==> src/rtl/uart_cmd_rcv.sv <==
// uart_cmd_rcv: drains bytes from a UART receiver and assembles frames of the
// form SYNC, CMD, PAYLOAD (PAYLOAD_BYTES bytes, MSB first), CHK. It checks an
// 8-bit wrap-around checksum, enforces an inter-byte timeout, and hands a
// validated command to the consumer with a ready/clear handshake.
//
// Ports:
//   clk, rst       system clock, synchronous active-high reset
//   rx_rdy         receiver has a byte waiting
//   rx_data        byte from the receiver
//   clr_rx_rdy     one-cycle acknowledge to the receiver
//   cmd_rdy        level: a valid command is held on cmd/data
//   clr_cmd_rdy    consumer acknowledges the command
//   cmd, data      command byte and payload (first payload byte in MSBs)
//   chk_err        one-cycle pulse on checksum mismatch
//   to_err         one-cycle pulse on inter-byte timeout
//   cmd_ovr        one-cycle pulse when an uncleared command is overwritten
module uart_cmd_rcv #(
    parameter logic [7:0]  SYNC_BYTE     = 8'hA5,
    parameter int unsigned PAYLOAD_BYTES = 2,
    parameter int unsigned TIMEOUT_CLKS  = 50000
) (
    input  logic                       clk,
    input  logic                       rst,
    input  logic                       rx_rdy,
    input  logic [7:0]                 rx_data,
    output logic                       clr_rx_rdy,
    output logic                       cmd_rdy,
    input  logic                       clr_cmd_rdy,
    output logic [7:0]                 cmd,
    output logic [8*PAYLOAD_BYTES-1:0] data,
    output logic                       chk_err,
    output logic                       to_err,
    output logic                       cmd_ovr
);

    localparam int unsigned DATA_W = 8 * PAYLOAD_BYTES;
    localparam int unsigned TMO_W  = $clog2(TIMEOUT_CLKS + 1);
    localparam int unsigned IDX_W  = 3;

    typedef enum logic [1:0] {
        ST_SYNC,
        ST_CMD,
        ST_DATA,
        ST_CHK
    } state_t;

    state_t              state_q, state_d;
    logic [7:0]          cmd_sh_q, cmd_sh_d;
    logic [DATA_W-1:0]   data_sh_q, data_sh_d;
    logic [7:0]          sum_q, sum_d;
    logic [IDX_W-1:0]    idx_q, idx_d;
    logic [TMO_W-1:0]    tmo_q, tmo_d;
    logic [7:0]          cmd_q, cmd_d;
    logic [DATA_W-1:0]   data_q, data_d;
    logic                cmd_rdy_q, cmd_rdy_d;
    logic                clr_rx_rdy_q, clr_rx_rdy_d;
    logic                chk_err_q, chk_err_d;
    logic                to_err_q, to_err_d;
    logic                cmd_ovr_q, cmd_ovr_d;
    logic                accept;

    // A byte is taken once; rx_rdy is ignored during the acknowledge cycle.
    assign accept = rx_rdy && !clr_rx_rdy_q;

    // Next-state and output computation.
    always_comb begin
        state_d      = state_q;
        cmd_sh_d     = cmd_sh_q;
        data_sh_d    = data_sh_q;
        sum_d        = sum_q;
        idx_d        = idx_q;
        tmo_d        = tmo_q;
        cmd_d        = cmd_q;
        data_d       = data_q;
        cmd_rdy_d    = clr_cmd_rdy ? 1'b0 : cmd_rdy_q;
        clr_rx_rdy_d = accept;
        chk_err_d    = 1'b0;
        to_err_d     = 1'b0;
        cmd_ovr_d    = 1'b0;

        case (state_q)
            ST_SYNC: begin
                tmo_d = '0;
                if (accept && rx_data == SYNC_BYTE) begin
                    state_d = ST_CMD;
                end
            end
            ST_CMD: begin
                if (accept) begin
                    cmd_sh_d = rx_data;
                    sum_d    = rx_data;
                    idx_d    = '0;
                    state_d  = ST_DATA;
                end
            end
            ST_DATA: begin
                if (accept) begin
                    data_sh_d = (data_sh_q << 8) | DATA_W'(rx_data);
                    sum_d     = sum_q + rx_data;
                    idx_d     = idx_q + IDX_W'(1);
                    if (idx_q == IDX_W'(PAYLOAD_BYTES - 1)) begin
                        state_d = ST_CHK;
                    end
                end
            end
            ST_CHK: begin
                if (accept) begin
                    if (rx_data == sum_q) begin
                        cmd_d     = cmd_sh_q;
                        data_d    = data_sh_q;
                        // Set wins over a simultaneous clear.
                        cmd_rdy_d = 1'b1;
                        cmd_ovr_d = cmd_rdy_q && !clr_cmd_rdy;
                    end else begin
                        chk_err_d = 1'b1;
                    end
                    state_d = ST_SYNC;
                end
            end
            default: state_d = ST_SYNC;
        endcase

        // Inter-byte timeout while a frame is in progress.
        if (state_q != ST_SYNC) begin
            if (accept) begin
                tmo_d = '0;
            end else if (tmo_q == TMO_W'(TIMEOUT_CLKS - 1)) begin
                tmo_d    = '0;
                state_d  = ST_SYNC;
                to_err_d = 1'b1;
            end else begin
                tmo_d = tmo_q + TMO_W'(1);
            end
        end
    end

    // State and output registers.
    always_ff @(posedge clk) begin
        if (rst) begin
            state_q      <= ST_SYNC;
            cmd_sh_q     <= '0;
            data_sh_q    <= '0;
            sum_q        <= '0;
            idx_q        <= '0;
            tmo_q        <= '0;
            cmd_q        <= '0;
            data_q       <= '0;
            cmd_rdy_q    <= 1'b0;
            clr_rx_rdy_q <= 1'b0;
            chk_err_q    <= 1'b0;
            to_err_q     <= 1'b0;
            cmd_ovr_q    <= 1'b0;
        end else begin
            state_q      <= state_d;
            cmd_sh_q     <= cmd_sh_d;
            data_sh_q    <= data_sh_d;
            sum_q        <= sum_d;
            idx_q        <= idx_d;
            tmo_q        <= tmo_d;
            cmd_q        <= cmd_d;
            data_q       <= data_d;
            cmd_rdy_q    <= cmd_rdy_d;
            clr_rx_rdy_q <= clr_rx_rdy_d;
            chk_err_q    <= chk_err_d;
            to_err_q     <= to_err_d;
            cmd_ovr_q    <= cmd_ovr_d;
        end
    end

    assign clr_rx_rdy = clr_rx_rdy_q;
    assign cmd_rdy    = cmd_rdy_q;
    assign cmd        = cmd_q;
    assign data       = data_q;
    assign chk_err    = chk_err_q;
    assign to_err     = to_err_q;
    assign cmd_ovr    = cmd_ovr_q;

endmodule

==> config.mk <==
export PLATFORM = sky130hd
export DESIGN_NAME = uart_cmd_rcv
export DESIGN_NICKNAME = d
export VERILOG_FILES = /design/src/rtl/uart_cmd_rcv.sv
export SDC_FILE = /design/constraint.sdc
export NUM_CORES = 1
export LEC_CHECK = 0
export CAP_MARGIN = 20
export CORE_UTILIZATION = 40
export DETAILED_ROUTE_END_ITERATION = 12
export GPL_TIMING_DRIVEN = 0
export PLACE_DENSITY = 0.7
export SYNTH_ARGS = -nofsm -noshare
export SYNTH_HDL_FRONTEND = slang
export SYNTH_SLANG_ARGS = --single-unit
==> constraint.sdc <==
create_clock -name clk -period 2.1 [get_ports clk]
set_input_delay 0.315 -clock clk [delete_from_list [all_inputs] [get_ports clk]]
set_output_delay 0.315 -clock clk [all_outputs]
set_load 0.005 [all_outputs]
==> results of run 1 <==
what timing repair did:
action	CTS	global route
endpoints found under the setup margin	19	21
endpoints found under the hold margin	0	0
resized for setup	4	6
metrics by stage:
step | hold WS, ns | power [mW] | utilization (%) | setup slack, ns
after floorplan | 0.4132 | 1.650 | - | 0.3507
after global placement | 0.4264 | 1.699 | 47.25 | -0.4162
after detailed placement | 0.4355 | 1.700 | 47.25 | -0.4975
after CTS | 0.2729 | 3.163 | 50.35 | 0.0008400
after global routing | 0.2871 | 3.246 | 50.72 | 0.02861
final | 0.2818 | 3.141 | 50.72 | 0.1294
layout by cell type, fill, tap and decap left out, drive strengths merged, types with 3 or more instances in the layout:
cell,Yosys,layout
mux2i,26,26
ha,10,10
xnor2,6,6
inv,7,8
nand2,62,62
clkdlybuf4s50,0,34
bufinv,0,4
nor3,11,11
xor2,11,11
nand4,4,4
clkbuf,8,17
and3,4,4
a211oi,6,6
nand3,7,7
dfxtp,82,82
a21oi,33,33
nor2,60,60
and4,3,3
nor2b,5,5
nand2b,6,6
dlymetal6s2s,0,3
buf,14,14
o21ai,7,7
o211ai,3,3
worst max-delay path by stage:
stage                    start  endpoint  cells past startpoint
floorplan           rx_data[4]    cmd[1]                      8
global placement    rx_data[0]  sum_q[6]                      9
detailed placement  rx_data[0]  sum_q[6]                      9
CTS                 rx_data[5]   data[6]                     10
global route        rx_data[3]    cmd[6]                      9
finish              rx_data[2]   data[6]                      9
layout make-up:
type,instances,area (µm²)
buffer,22,133.9
clock buffer,9,123.9
clock inverter,6,137.6
fill,843,4277
inverter,7,26.28
multi-input combinational,292,1808
sequential,82,1642
tap,108,135.1
timing repair buffer,39,395.4
registers in the layout, indices dropped and copies added, names as in the netlist:
signal and cells:
data 16, data_sh_q 16, tmo_q 16, cmd 8, cmd_sh_q 8, sum_q 8, idx_q 3, state_q 2
chk_err 1, clr_rx_rdy 1, cmd_ovr 1, cmd_rdy 1, to_err 1
cells by family (layout without fill, tap and decap cells):
| kind of cell | after synthesis | in the layout | share of synthesized area, % |
|---|---|---|---|
| xor+xnor | 17 | 17 | 4.165 |
| mux | 28 | 28 | 7.910 |
| buf+inv | 29 | 83 | 4.480 |
| simple gates | 175 | 175 | 23.00 |
| flops | 82 | 82 | 45.92 |
| fa+ha+maj | 11 | 11 | 4.060 |
| compound gates | 61 | 61 | 10.47 |
routing by layer:
| metal | vias up | share of wire, % |
|---|---|---|
| li1 | 1474 | - |
| met1 | 1347 | 45 |
| met2 | 55 | 49 |
| met3 | 12 | 4.0 |
| met4 | 0 | 1.6 |
| met5 | - | 0 |
report_power, final:
group	internal, mW	switching [mW]
combinational	0.0425	0.0681
clock	0.909	0.566
sequential	1.55	0.000936
total	2.51	0.635
critical path, stage by stage:
cell,delay (ns)
sky130_fd_sc_hd__clkdlybuf4s50_1,0.64
sky130_fd_sc_hd__ha_4,0.27
sky130_fd_sc_hd__nor4_1,0.14
sky130_fd_sc_hd__and3_1,0.23
sky130_fd_sc_hd__nand2b_1,0.08
sky130_fd_sc_hd__buf_6,0.16
sky130_fd_sc_hd__buf_12,0.15
sky130_fd_sc_hd__mux2i_1,0.16
sky130_fd_sc_hd__nor2_1,0.05
==> impl.org, run 1 <==
** Synthesis
- Fraction of post-synthesis cell area in the top cell type by area :: between 40% and 50%
- Synthesis produced 403 cells.
- EDFF count, synth :: 0
- Commonest register cell after synthesis :: sky130_fd_sc_hd__dfxtp_1
- The number of different library cells used by synthesis comes to between 50 and 60.
- Commonest cells post-synth :: sky130_fd_sc_hd__dfxtp_1 (82), sky130_fd_sc_hd__nand2_1 (61), sky130_fd_sc_hd__nor2_1 (59), sky130_fd_sc_hd__a21oi_1 (33), sky130_fd_sc_hd__mux2i_1 (26)
- After synthesis, flip-flops and latches occupy between 40% and 50% of the total area.
- Avg Inst Size Synth :: between 8 and 9 µm²
- Most area-hungry cell type in the Yosys netlist :: sky130_fd_sc_hd__dfxtp_1
- The cell area that synthesis handed to floorplanning was 3575 µm².
- Ys Warns :: 0
- Flip-flop and latch count after synthesis :: 82
- Most numerous cell in the Yosys netlist :: sky130_fd_sc_hd__dfxtp_1
- The number of nets in the synthesized netlist is about 430.
- Most area-consuming cells after synthesis :: sky130_fd_sc_hd__dfxtp_1 (46%), sky130_fd_sc_hd__mux2i_1 (7.3%), sky130_fd_sc_hd__nand2_1 (6.4%)
- Share of flip-flops with an asynchronous set or reset :: 0%

** Clocking
- Clock-pin slew reported for the worst setup and hold paths after clock tree synthesis :: ~0.08 ns
- CTS placed an instance of sky130_fd_sc_hd__clkbuf_8 at the clock tree root.
- TritonCTS created 9 clock buffers.
- The H-tree generated during clock tree synthesis spans 3 levels.
- Total setup buffers inserted after CTS :: 0
- Deepest clock path buffer count :: 2
- Clock Sinks :: slightly above 80
- The later pin in the worst-skew pair is clocked with a latency of 0.36 ns.
- After clock tree synthesis, the flow added hold-fix buffers numbering 0.
- TritonCTS clock tree :: done

** Placement
- Post-DP Area :: 4100 µm²
- Weighted congestion at the end of routability-driven global placement :: 0.8680
- IO Port Bufs :: 39
- Half-perimeter wire length after placement :: 5.709 mm
- The number of placed instances, taps included, is 550.

** Power and ir drop
- For this design the ratio of total power to cell area is slightly above 700 nW/µm².
- Leakage power figure :: roughly 1.7 nW
- Worst IR drop on VDD :: between 0.0004 and 0.0005 V

** Worst setup path
- Data arrival time of the critical path :: 2.21 ns
- CP Class :: input pin to flop
- In this run the critical register-to-register path is launched from sum_q[0].
- Worst Setup Start Kind :: input pin
- Of all nets on the critical path, the largest fanout is 10.
- STA classifies the critical path endpoint as a flop.
- Data required time at the worst endpoint :: about 2.3 ns
- FF-to-FF End :: sum_q[6]
- Setup slack of the most critical reg-to-reg path :: 0.18 ns
- R2R cell count :: 8

** Layout
- Diode count :: 0
- Share of layout cells above drive strength 1 :: between 9 and 10%
- From synthesis to final layout, the design area changed by 23.14%.
- After the flow finishes, the layout carries non-filler instances totaling 565.
- After routing the design area is 4402 µm².
- For this run, the post-layout net count is between 400 and 500.

** Die
- Number of rows created at floorplan :: 34
- The die covers around 9300 µm².
- Standard cell core area :: between 8000 and 9000 µm²
- Die outline width :: 96.54 µm
- From bottom edge to top edge, the die measures slightly below 100 µm.
- For this configuration, the core starts out at a cell density of approximately two fifths.
- Pin placement for this block handled 41 I/O pins.

** STA
- Fin. max-slew vios :: 0
- In the final timing run, aggregate negative setup slack is 0 ns.
- At the pin with the least slew margin, the transition time is 0.6539 ns.
- Share of the cycle needed by the critical path after routing :: a little over nine tenths
- Hold violation total from the final report :: 0
- The worst path needs ~2.0 ns of the cycle, external delays included.
- Max Clk Rate :: between 500 and 600 MHz
- Tightest slew margin relative to the limit :: a little under three fifths
- For the final database, setup skew stands at ~0.0080 ns.
- Setup repair after global routing left no endpoint under its margin.
- Setup violations remaining at the end of the flow were counted as 0.

** Global route
- Entering global routing, the biggest net connects 15 pins.
- After global routing, the most crowded layer is met2.
- The total overflow left after global routing is 0.
- For met2 alone, demand over resource in global routing was a little under a third.
- Met1 usage :: ~21%
- Overall track demand over capacity in global routing :: ~18%
- Via count of the first global-routing pass :: 2796
- The first global-routing pass estimated between 10 and 15 mm of wire.
- Global Route met3 Usage :: under 10%
- The initial antenna violation count was 0.

** Min path
- The min-delay analysis places its worst path in the category input pin to flop.
- The worst hold path passes through 3 cells.
- The worst hold path terminates at data_sh_q[7].
- The startpoint identified for the worst hold timing path is rx_data[7].

** Run
- Max-cap violations in this run came to 0.

** Route
- The final route contains between 2000 and 3000 vias.
- Number of remaining DRC errors :: 1
- Using the TritonRoute via totals, the vias-per-cell ratio works out to 5.112.
- For this block, the initial DRC count from the detailed router was approximately 120.
- Drt first pass iters :: 9
- Detail-routed net length per standard cell :: between 10 and 15 µm
- Once detail routing completed, the nets flagged for antenna violations numbered 0.
- The routed design has ~7.7 mm of wire.

** Outcome
- Outcome :: complete, but fails checks
- Violated checks :: DRC
(Power assumes the default switching activity.)
==> inputs of run 2 (changes only) <==
- CORE_UTILIZATION: 40 -> 55
- MAX_ROUTING_LAYER: default -> met4
- PLACE_DENSITY: 0.7 -> 0.88
==> impl.org, run 2 (same netlist as run 1, synthesis figures left out) <==
** Global route
- The via count of the first global-routing pass is 2770.
- Wire length of the first global-routing pass :: approximately 12 mm
- For this run the aggregate overflow at the end of global routing stands at 0.
- Global routing used between 20% and 30% of the available tracks across all layers.
- The initial antenna violation count was 0.
- Maximum number of pins on one net before global-route repair :: 14

** Die
- Effective utilization at floorplan :: between 50% and 60%
- In this run the horizontal extent of the chip is around 83 µm.
- Total I/O pin count :: 41
- Die height :: a little over 80 µm
- The die covers about 6800 µm².
- In this run the core area contains 29 standard-cell rows.
- Standard cell core area :: 6314 µm²

** Power and ir drop
- In this run the power spent charging and discharging nets is about 0.63 mW.
- Leakage power figure :: roughly 1.7 nW
- Of the total power, combinational logic draws roughly 4.0%.
- Power Density :: around 650 nW/µm²
- Proportion of power drawn by the clock network :: 39.9%
- Switching fraction of total power :: roughly 23%
- Fraction of power consumed by sequential logic :: ~56%
- Internal power component :: around 2.1 mW
- Worst IR drop on VDD :: between 0.0004 and 0.0005 V

** Min path
- The min-delay analysis places its worst path in the category input pin to flop.
- Worst Min Path Start :: rx_data[7]

** Worst setup path
- The worst register-to-register path begins at sum_q[0].
- At the worst endpoint, the arrival time is ~2.3 ns.
- In this run the worst setup path begins at rx_data[3].
- Maximum fanout count along the critical path :: 10
- The worst setup path is launched from an input pin.
- On the critical path, the stage with the largest delay is an instance of sky130_fd_sc_hd__clkdlybuf4s50_1.
- The setup path with the least slack is of type input pin to flop.
- On the worst path, the slowest cell contributes a delay of about 0.53 ns.
- Ordered list of cells on the worst path :: clkdlybuf4s50_1 -> ha_1 -> nor3_1 -> and3_1 -> nand2b_1 -> buf_6 -> buf_12 -> mux2i_1 -> nor2_1
- Broken down by cell family, the worst path's largest delay share belongs to buffers and inverters.
- Crit. End Element :: flop
- Together, buffers and inverters on the worst path number 3.
- STA puts the critical path data required time at ~2.3 ns.

** STA
- At the pin with the least slew margin, the transition time is between 0.6 and 0.7 ns.
- Across all hold checks on the routed design, the worst slack comes to between 0.2 and 0.3 ns.
- Setup repair after global routing left no endpoint under its margin.
- Measured against its own limit, the worst slew margin works out to between 50% and 60%.
- Fin. max-slew vios :: 0
- Setup violations remaining at the end of the flow were counted as 0.
- Share of the cycle needed by the critical path after routing :: 96.10%
- The final hold violation count was 0.
- Max Clk Rate :: approximately 500 MHz
- Final worst-path setup slack :: 0.08196 ns
- Clock Skew :: approximately 0.0087 ns
- Fin crit period :: between 2 and 2.5 ns

** Route
- Violation count after the first detailed-routing iteration :: around 150
- Total length of routed wires :: 7.460 mm
- Drt first pass iters :: 4
- Number of vias in the routed layout :: around 3000
- Number of remaining DRC errors :: 0
- Antenna-violating nets left :: 0
- Via-to-Cell Ratio :: 5.538
- After detailed routing, the average wire length per cell comes to about 14 µm.

** Placement
- The congestion estimate from routability-driven global placement came to about 0.90.
- Pre-CTS setup slack :: -0.4919 ns
- Buffers placed on the I/O ports in this run total 39.
- Post-DP Area :: just over 4000 µm²
- Half-perimeter wire length after placement :: 5.456 mm

** Clocking
- Clock-pin slew reported for the worst setup and hold paths after clock tree synthesis :: around 0.08 ns
- Num CTS Buffers :: 9
- TritonCTS built the clock tree.
- At the later pin of the worst-skew pair, clock insertion delay measures between 0.3 and 0.4 ns.
- Deepest clock path buffer count :: 2
- # H-tree levels :: 3
- The tree is rooted in a sky130_fd_sc_hd__clkbuf_8.
- Hold_buf cts :: 0
- Counting every sink on the clock net gives 82.

** Layout
- Commonest cells after routing, fill and taps aside :: sky130_fd_sc_hd__dfxtp_1 (82), sky130_fd_sc_hd__nand2_1 (61), sky130_fd_sc_hd__nor2_1 (59)
- Summing all non-filler instances in the final layout gives an area of 4279 µm².
- Layout Area Growth over Synthesis :: 19.71%
- Post-layout net count :: around 480
- # fillers :: just over 500
- 0 antenna diodes ended up in the layout.
- The library cell used most frequently in the layout, excluding fill and tap cells, is sky130_fd_sc_hd__dfxtp_1.
- Of the cells placed in the final design, the portion with a size suffix greater than 1 is about 9.0%.

** Outcome
- Outcome :: completed

** Run
- Across the run, the number of max-cap violations was 0.
==> run 2: timing repair <==
item                       in CTS  in global routing
resized for setup               4                  6
buffers inserted                0                  0
setup endpoints to repair      21                 21
hold endpoints to repair        0                  0
==> run 2: layout make-up <==
cell class	count	area, µm²	area share (%)
inverters	7	26.28	0.6140
well taps	77	96.34	2.251
plain buffers	22	133.9	3.129
repair buffers	39	391.6	9.152
flip-flops and latches	82	1642	38.36
clock inverters	5	55.05	1.287
clock buffers	11	131.4	3.070
multi-input cells	292	1803	42.13
==> run 2: final timing paths <==
check                               endpoint  slack, ns  cells past startpoint
worst max-delay path                 data[8]       0.08                      9
worst min-delay path            data_sh_q[7]       0.28                      3
worst max register to register      sum_q[6]       0.17                      8
worst min register to register      tmo_q[0]       0.44                      1
==> run 2: power groups by stage <==
| stage | logic, mW | clock network (mW) | registers, mW |
|---|---|---|---|
| floorplan | 0.0583 | 0 | 1.59 |
| global placement | 0.104 | 0 | 1.59 |
| detailed placement | 0.107 | 0 | 1.59 |
| CTS | 0.105 | 1.11 | 1.56 |
| global route | 0.118 | 1.17 | 1.56 |
| finish | 0.110 | 1.11 | 1.56 |
==> run 2: layer usage <==
layer  global-route usage [%]  routed length [µm]  vias to the layer above
met5                        -                   0                        -
met4                    9.138                 123                        0
met3                    5.165                 358                       11
met2                    39.50                3597                       69
met1                    29.78                3380                     1408
li1                         -                   -                     1475
==> run 2: tightest hold or removal path, delay by kind of cell <==
kind	cells	cell delay [ns]
buffers and inverters	1	0.16
and+or+nand+nor	1	0.06
AOI/OAI and AO/OA	1	0.05
==> run 2: through the flow <==
step           utilization (%)  cells  TNS, ns  total power, mW
6_report                 67.78    535        0            2.772
3_3_place_gp             64.33    519   -11.06            1.696
2_1_floorplan                -    403        0            1.650
3_5_place_dp             64.33    519   -12.27            1.699
4_1_cts                  67.26    535        0            2.771
5_1_grt                  67.78    535        0            2.846
